<file path="config.mk">
export PLATFORM = sky130hd
export DESIGN_NAME = layer_sequencer
export DESIGN_NICKNAME = d
export VERILOG_FILES = /design/src/rtl/layer_sequencer.sv
export SDC_FILE = /design/constraint.sdc
export NUM_CORES = 1
export LEC_CHECK = 0
export ABC_AREA = 1
export CAP_MARGIN = 30
export CORE_MARGIN = 2
export CORE_UTILIZATION = 40
export CTS_BUF_LIST = sky130_fd_sc_hd__clkbuf_16
export CTS_CLUSTER_DIAMETER = 80
export CTS_CLUSTER_SIZE = 24
export DETAILED_ROUTE_END_ITERATION = 10
export GPL_ROUTABILITY_DRIVEN = 0
export HOLD_SLACK_MARGIN = 0.03
export MAX_ROUTING_LAYER = met4
export PLACE_DENSITY = 0.61
export SETUP_SLACK_MARGIN = 0.15
export SYNTH_ARGS = -nofsm -noshare
export SYNTH_HDL_FRONTEND = slang
export SYNTH_SLANG_ARGS = --single-unit
</file>
<file path="constraint.sdc">
create_clock -name clk -period 2.7 [get_ports clk]
set_input_delay 0.27 -clock clk [delete_from_list [all_inputs] [get_ports clk]]
set_output_delay 0.27 -clock clk [all_outputs]
set_load 0.01 [all_outputs]
</file>
<file path="src/rtl/layer_sequencer.sv">
// rtl/layer_sequencer.sv - layer pass sequencer for the neuron processing unit
module layer_sequencer #(
  parameter int NUM_NEURONS = 4,
  parameter int PIPE_LAT    = 3,
  parameter int IDX_W       = 4
) (
  input  logic             clk,
  input  logic             rst,
  input  logic             start,
  input  logic             hold,
  output logic             ld_in,
  output logic             en_reg,
  output logic [IDX_W-1:0] w_idx,
  output logic             res_we,
  output logic [IDX_W-1:0] res_idx,
  output logic             busy,
  output logic             done
);

  localparam logic [2:0] S_IDLE  = 3'd0;
  localparam logic [2:0] S_LOAD  = 3'd1;
  localparam logic [2:0] S_ISSUE = 3'd2;
  localparam logic [2:0] S_DRAIN = 3'd3;
  localparam logic [2:0] S_FIN   = 3'd4;

  localparam logic [IDX_W-1:0] LAST_IDX = IDX_W'(NUM_NEURONS - 1);

  logic [2:0]          state_q, state_d;
  logic [IDX_W-1:0]    cnt_q, cnt_d;
  logic [IDX_W-1:0]    last_w_q, last_w_d;
  logic [PIPE_LAT-1:0] vld_q, vld_d;
  logic [IDX_W-1:0]    pidx_q [PIPE_LAT];
  logic [IDX_W-1:0]    pidx_d [PIPE_LAT];
  logic                issue;
  logic                tail_vld;
  logic [IDX_W-1:0]    tail_idx;

  assign tail_vld = vld_q[PIPE_LAT-1];
  assign tail_idx = pidx_q[PIPE_LAT-1];

  always_comb begin
    issue    = (state_q == S_ISSUE) && !hold;
    state_d  = state_q;
    cnt_d    = cnt_q;
    last_w_d = last_w_q;
    case (state_q)
      S_IDLE:  if (start) state_d = S_LOAD;
      S_LOAD: begin
        state_d = S_ISSUE;
        cnt_d   = '0;
      end
      S_ISSUE: begin
        if (!hold) begin
          last_w_d = cnt_q;
          // The counter parks on the terminal index instead of wrapping.
          if (cnt_q == LAST_IDX) state_d = S_DRAIN;
          else                   cnt_d   = cnt_q + IDX_W'(1);
        end
      end
      S_DRAIN: if (tail_vld && (tail_idx == LAST_IDX)) state_d = S_FIN;
      S_FIN:   state_d = S_IDLE;
      default: state_d = S_IDLE;
    endcase
  end

  // In-flight tracker: shifts every cycle, so a write lands PIPE_LAT cycles after its issue.
  always_comb begin
    vld_d     = {vld_q[PIPE_LAT-2:0], issue};
    pidx_d[0] = cnt_q;
    for (int i = 1; i < PIPE_LAT; i++) begin
      pidx_d[i] = pidx_q[i-1];
    end
  end

  always_ff @(posedge clk) begin
    if (!rst) begin
      state_q  <= S_IDLE;
      cnt_q    <= '0;
      last_w_q <= '0;
      vld_q    <= '0;
      for (int i = 0; i < PIPE_LAT; i++) begin
        pidx_q[i] <= '0;
      end
    end else begin
      state_q  <= state_d;
      cnt_q    <= cnt_d;
      last_w_q <= last_w_d;
      vld_q    <= vld_d;
      for (int i = 0; i < PIPE_LAT; i++) begin
        pidx_q[i] <= pidx_d[i];
      end
    end
  end

  // Outputs are gated by rst so they read zero for the whole time reset is held.
  assign ld_in   = rst && (state_q == S_LOAD);
  assign en_reg  = rst && issue;
  assign w_idx   = !rst ? '0 : (issue ? cnt_q : last_w_q);
  assign res_we  = rst && tail_vld;
  assign res_idx = (rst && tail_vld) ? tail_idx : '0;
  assign busy    = rst && (state_q != S_IDLE);
  assign done    = rst && (state_q == S_FIN);

endmodule

</file>
==> flow_summary_export.csv, run 1 <==
group,metric,value,unit
status,status,"finished clean",
synth,synth_top_area_share,49.5,%
clocking,cts_hold_buf,0,
routing,via_per_inst,4.58,
global_routing,grt_pass1_vias,794,
hold_path,hold_start,"pidx_q[0][0]$_SDFF_PN0_",
flow_run,max_cap_viol_count,0,
setup_path,criticalPathCategory,"flip-flop to output pin",
floorplan,fp-row-count,18,
synth,synth_top_area_cell,"dfxtp_1",
synth,ys_async_sr_fraction,0,%
setup_path,cp_cell_sequence,"nor2_4, nand2_4, or2_4, o21ai_0, a21oi_1, clkdlybuf4s50_1",
synth,yosysSeqAreaShare,49.5,%
global_routing,grt_pass1_wl,3090,µm
synth,syn_nets,149,
pwr,p_leak,0.667,nW
pwr,ir_drop,0.508,mV
setup_path,cp_slowest_cell,"clkdlybuf4s50_1",
pwr,powerDensity,915,nW/µm²
setup_path,rr_worst_depth,5,
final_layout,fill_cells,239,
synth,synth_seq_cells,26,
setup_path,worstSetupStartpoint,"state_q[2]$_SDFFE_PN0P_",
sta,worst_slew_pin_slew,0.357,ns
synth,postSynthCellCount,144,
final_layout,area_growth,27.7,%
floorplan,coreArea,2480,µm²
clocking,htree_num_levels,1,
floorplan,chipHeight,55.3,µm
sta,min_period,2.26,ns
sta,rsz0062_at_grt,"no",
synth,syn_avg_cell_area,7.31,µm²
routing,route.detailed.drc,0,
routing,firstDrtPassIters,4,
routing,final_antenna_net_count,0,
sta,final_max_slew_viol_count,0,
sta,setup_violations,0,
final_layout,drive_above_1_share,6.17,%
synth,ys_types,18,
routing,first_iter_violations,10,
sta,clock-skew-final,0.00651,ns
setup_path,arrival,1.99,ns
global_routing,grtUsageTotal,12.9,%
placement,place.port_buffers,16,
global_routing,overflow,0,
routing,wirelength,1810,µm
clocking,cts_setup_buffers,0,
floorplan,die_w,55.3,µm
setup_path,crit_path_end_kind,"output pin",
clocking,clk_pin_slew,0.07,ns
sta,slew_headroom,76.1,%
clocking,clockRootBuffer,"clkbuf_16",
final_layout,nets,168,
final_layout,antenna_cells,0,
synth,synth_edf_count,0,
global_routing,antenna_found_initial,0,
synth,synth_commonest_cells,"inv_1 (35), nand2_1 (30), dfxtp_1 (26), nor2_1 (14), a21oi_1 (11)",
synth,synth_area,1050,µm²
clocking,clock_latency,0.26,ns
routing,wl_per_cell,9.40,µm
sta,fmax,443,MHz
routing,num_vias,879,
sta,hold-worst-slack,0.410,ns
clocking,ctsResizeCount,0,
clocking,numCtsBuffers,3,
setup_path,crit_path_start_kind,"flip-flop",
synth,synth_ff_type,"dfxtp_1",
clocking,cts_sinks,26,
synth,synth_area_leaders,"dfxtp_1 (49%), inv_1 (12%), nand2_1 (11%), a21oi_1 (5.2%), nor2_1 (5.0%)",
placement,dp_hpwl,1330,µm
sta,fin_crit_sh,83.6,%
sta,tns,0,ns
setup_path,cp_slowest_stage_delay,0.48,ns
setup_path,crit_end,"w_idx[3]",
clocking,cts_tree,"done",
global_routing,grt_max_degree,16,
setup_path,r2r_slack,1.33,ns
floorplan,io_pins,17,
setup_path,critPathMaxFanout,14,
floorplan,initial_core_util,42.5,%
clocking,clk_path_buf_depth,2,
setup_path,rr_startpoint,"state_q[2]$_SDFFE_PN0P_",
synth,yosys_warnings,0,
setup_path,crit_required,2.43,ns
hold_path,hold_class,"flip-flop to flip-flop",
setup_path,r2r-end,"last_w_q[3]$_SDFFE_PN0P_",
floorplan,die_area,3060,µm²
pwr,finalPower,1.23,mW
synth,synth.most_common_cell,"inv_1",
sta,hold_viol,0,
## logic make-up (layout without fill, tap and decap cells)
| logic type | after synthesis | after routing | synth area share, % |
|---|---|---|---|
| buffers and inverters | 38 | 56 | 14.3 |
| XOR/XNOR | 1 | 1 | 0.832 |
| adder cells (fa/ha/maj) | 1 | 1 | 1.19 |
| flip-flops | 26 | 26 | 49.5 |
| AND/OR/NAND/NOR | 60 | 60 | 25.3 |
| AO/OA/AOI/OAI | 18 | 18 | 8.92 |
## cell usage in the layout, fill, tap and decap left out, types with 2 or more instances in the layout
cell             netlist  layout
inv_1                 35      35
nand2_1               30      30
dfxtp_1               26      26
clkdlybuf4s50_1        0      16
nor2_1                14      14
a21oi_1               11      11
nand3_1                9       9
o21ai_0                6       6
clkbuf_16              0       3
nand4_1                2       2
## registers in the layout, summed over array words and instances (netlist names)
register	count
cnt_q	4
last_w_q	4
pidx_q	12
state_q	3
vld_q	3
## how the worst min path moves through the flow
stage / end / slack (ns) / depth (start not counted)
after floorplan: pidx_q[0][10]$_SDFF_PN0_ / 0.39 / 2
after global placement: vld_q[2]$_SDFF_PN0_ / 0.39 / 2
after detailed placement: pidx_q[0][7]$_SDFF_PN0_ / 0.40 / 2
after CTS: pidx_q[0][7]$_SDFF_PN0_ / 0.41 / 2
after global routing: pidx_q[0][4]$_SDFF_PN0_ / 0.43 / 2
final: pidx_q[0][4]$_SDFF_PN0_ / 0.41 / 2
## stage by stage
step                util, %  worst slack (ns)  instances  instance area (µm²)
floorplan                 -              1.27        144                 1050
global placement       50.0             0.500        188                 1240
detailed placement     50.0             0.450        188                 1240
CTS                    54.2             0.402        192                 1340
global route           54.2             0.326        192                 1340
finish                 54.2             0.442        192                 1340
## routing by layer
layer,vias up,GRT usage [%],part of all wire [%]
met4,0,8.01,2.4
li1,465,-,-
met2,21,22.6,49
met5,-,-,0
met1,387,13.8,45
met3,6,1.41,3.8
## critical path, delay by kind of cell, from the launching register on
| family | cells | cell delay [ns] |
|---|---|---|
| flip-flops | 1 | 0.35 |
| AND/OR/NAND/NOR | 3 | 0.57 |
| buffers and inverters | 1 | 0.48 |
| AO/OA/AOI/OAI | 2 | 0.33 |
## power breakdown
group	leakage, nW	switching, mW	internal, mW
registers	0.211	0.0460	0.437
logic	0.405	0.187	0.134
clock network	0.0511	0.130	0.295
total	0.667	0.364	0.866
## layout make-up
class,instances,area [µm²],share of cell area (%)
clock buffers,3,75.1,5.59
clock inverters,1,30.0,2.23
inverters,35,131,9.78
multi-input cells,80,382,28.4
flip-flops and latches,26,520,38.7
well taps,30,37.5,2.79
repair buffers,17,168,12.5
(Power assumes the default switching activity.)
==> run 2, diff against run 1 <==
--- a/config.mk
+++ b/config.mk
@@ -16,7 +16,7 @@
 export GPL_ROUTABILITY_DRIVEN = 0
 export HOLD_SLACK_MARGIN = 0.03
 export MAX_ROUTING_LAYER = met4
-export PLACE_DENSITY = 0.61
+export PLACE_DENSITY = 0.63
 export SETUP_SLACK_MARGIN = 0.15
 export SYNTH_ARGS = -nofsm -noshare
 export SYNTH_HDL_FRONTEND = slang
==> constraint.sdc (replaced) <==
create_clock -name clk -period 2 [get_ports clk]
set_input_delay 0.2 -clock clk [delete_from_list [all_inputs] [get_ports clk]]
set_output_delay 0.2 -clock clk [all_outputs]
set_load 0.01 [all_outputs]
==> flow_summary_export.csv, run 2 (synthesis results as in run 1) <==
group,metric,value,unit
clocking,cts_hold_buf,0,
hold_path,worst_hold_path.endpoint,"vld_q[1]$_SDFF_PN0_",
setup_path,r2r_slack,0.65,ns
setup_path,cp_slowest_stage_delay,0.34,ns
pwr,powerDensity,1230,nW/µm²
final_layout,largest_reg_flops,12,
setup_path,critPathMaxFanout,9,
setup_path,crit_buf_inv,2,
global_routing,grtUsageTotal,14.3,%
sta,final_max_slew_viol_count,0,
final_layout,drive_above_1_share,12.5,%
clocking,htree_num_levels,1,
final_layout,regMostFlops,"pidx_q",
routing,num_vias,887,
final_layout,layout_common_cells,"inv_1 (35), nand2_1 (30), dfxtp_1 (24)",
placement,dp_hpwl,1460,µm
pwr,ir_drop,0.838,mV
sta,clock-skew-final,0.00302,ns
routing,first_iter_violations,17,
global_routing,grt_pass1_wl,3350,µm
status,status,"finished clean",
global_routing,grt_pass1_vias,816,
setup_path,criticalPathCategory,"flip-flop to output pin",
sta,hold-worst-slack,0.413,ns
hold_path,hold_class,"flip-flop to flip-flop",
routing,final_antenna_net_count,0,
sta,setup_violations,0,
floorplan,chipHeight,55.3,µm
setup_path,crit_path_end_kind,"output pin",
final_layout,final_common_cell,"inv_1",
sta,fin_crit_sh,91.4,%
setup_path,r2r-end,"cnt_q[2]$_SDFFE_PN0P_",
hold_path,hold-path-cell-count,2,
routing,via_per_inst,4.48,
floorplan,die_area,3060,µm²
floorplan,fp-row-count,18,
global_routing,grt_max_degree,16,
global_routing,overflow,0,
setup_path,crit_path_start_kind,"flip-flop",
routing,firstDrtPassIters,4,
floorplan,coreArea,2480,µm²
pwr,p_leak,0.748,nW
setup_path,path_delay_family,"simple AND/OR/NAND/NOR gates",
routing,wirelength,1920,µm
final_layout,antenna_cells,0,
floorplan,die_w,55.3,µm
setup_path,rr_worst_depth,9,
flow_run,max_cap_viol_count,0,
routing,route.detailed.drc,0,
sta,min_period,1.83,ns
floorplan,initial_core_util,42.5,%
clocking,cts_tree,"done",
hold_path,hold_start,"vld_q[0]$_SDFF_PN0_",
floorplan,io_pins,17,
final_layout,nets,174,
pwr,finalPower,1.71,mW
clocking,clk_path_buf_depth,2,
routing,wl_per_cell,9.70,µm
global_routing,antenna_found_initial,0,
clocking,clk_pin_slew,0.06,ns
setup_path,rr_startpoint,"state_q[1]$_SDFFE_PN0P_",
clocking,cts_sinks,26,
placement,place.port_buffers,16,
setup_path,cp_cell_sequence,"nor2_4, nand2_4, or2_4, buf_12, a21oi_1, clkdlybuf4s15_1",
clocking,clock_latency,0.26,ns
setup_path,crit_required,1.80,ns
setup_path,cp_slowest_cell,"dfxtp_2",
sta,hold_viol,0,
sta,worst_slew_pin_slew,0.361,ns
setup_path,arrival,1.63,ns
clocking,clockRootBuffer,"clkbuf_16",
sta,fmax,547,MHz
sta,slew_headroom,75.9,%
clocking,numCtsBuffers,3,
final_layout,largest_registers,"pidx_q (12), cnt_q (4), last_w_q (4)",
sta,rsz0062_at_grt,"yes",
final_layout,area_growth,32.3,%
==> run 2: cell count changes in the layout (fill, tap and decap cells not counted), moves of 2 or more <==
cell,delta
clkdlybuf4s50_1,-8
dlymetal6s2s_1,+2
dfxtp_1,-2
o21ai_0,-3
clkdlybuf4s15_1,+2
o21ai_1,+3
dfxtp_2,+2
buf_4,+5
clkbuf_2,+3
==> run 2: worst reg2reg max path: cells and delay by family (launching register included) <==
| kind | cells | cell delay (ns) |
|---|---|---|
| AO/OA/AOI/OAI | 1 | 0.21 |
| flip-flops | 1 | 0.33 |
| AND/OR/NAND/NOR | 5 | 0.45 |
| buffers and inverters | 3 | 0.26 |
==> run 2: power by group <==
group | switching (mW) | leakage (nW) | internal (mW)
clock | 0.180 | 0.0511 | 0.398
sequential | 0.0522 | 0.212 | 0.592
combinational | 0.279 | 0.485 | 0.207
==> run 2: stage by stage <==
| stage | TNS, ns | setup WS [ns] | utilization, % | cell area, µm² | std cells |
|---|---|---|---|---|---|
| 2_1_floorplan | 0 | 0.643 | - | 1050 | 144 |
| 3_3_place_gp | -0.0420 | -0.0420 | 52.0 | 1290 | 193 |
| 3_5_place_dp | -0.147 | -0.0397 | 52.0 | 1290 | 193 |
| 4_1_cts | 0 | 0.0698 | 56.3 | 1390 | 198 |
| 5_1_grt | 0 | 0.0633 | 56.2 | 1390 | 198 |
| 6_report | 0 | 0.172 | 56.2 | 1390 | 198 |
==> run 2: how the worst max path moves through the flow <==
stage                                       start        to  slack, ns  cells past startpoint
final                     state_q[2]$_SDFFE_PN0P_  w_idx[3]       0.17                      6
after global routing      state_q[2]$_SDFFE_PN0P_  w_idx[3]       0.06                      6
after CTS                 state_q[0]$_SDFFE_PN0P_  w_idx[0]       0.07                      6
after detailed placement                      rst      done      -0.04                      4
after global placement                        rst      done      -0.04                      4
after floorplan           state_q[2]$_SDFFE_PN0P_  w_idx[0]       0.64                      5
==> run 2: layout make-up <==
class	instances	area (µm²)
Timing Repair Buffer	23	214
Clock buffer	3	75.1
Inverter	35	131
Fill cell	246	1080
Tap cell	30	37.5
Multi-Input combinational cell	80	382
Clock inverter	1	30.0
Sequential cell	26	523
==> run 2: repair_timing <==
action,CTS,global route
setup endpoints to repair,13,8
pin swaps,1,2
setup buffers,1,0
resized for setup,6,15
cloned,0,0
==> run 2: routing by layer <==
layer	wire length, µm	vias to the layer above	GRT usage, %
li1	-	482	-
met1	866	374	16.0
met2	915	26	23.5
met3	95	5	3.04
met4	42	0	8.01
met5	0	-	-
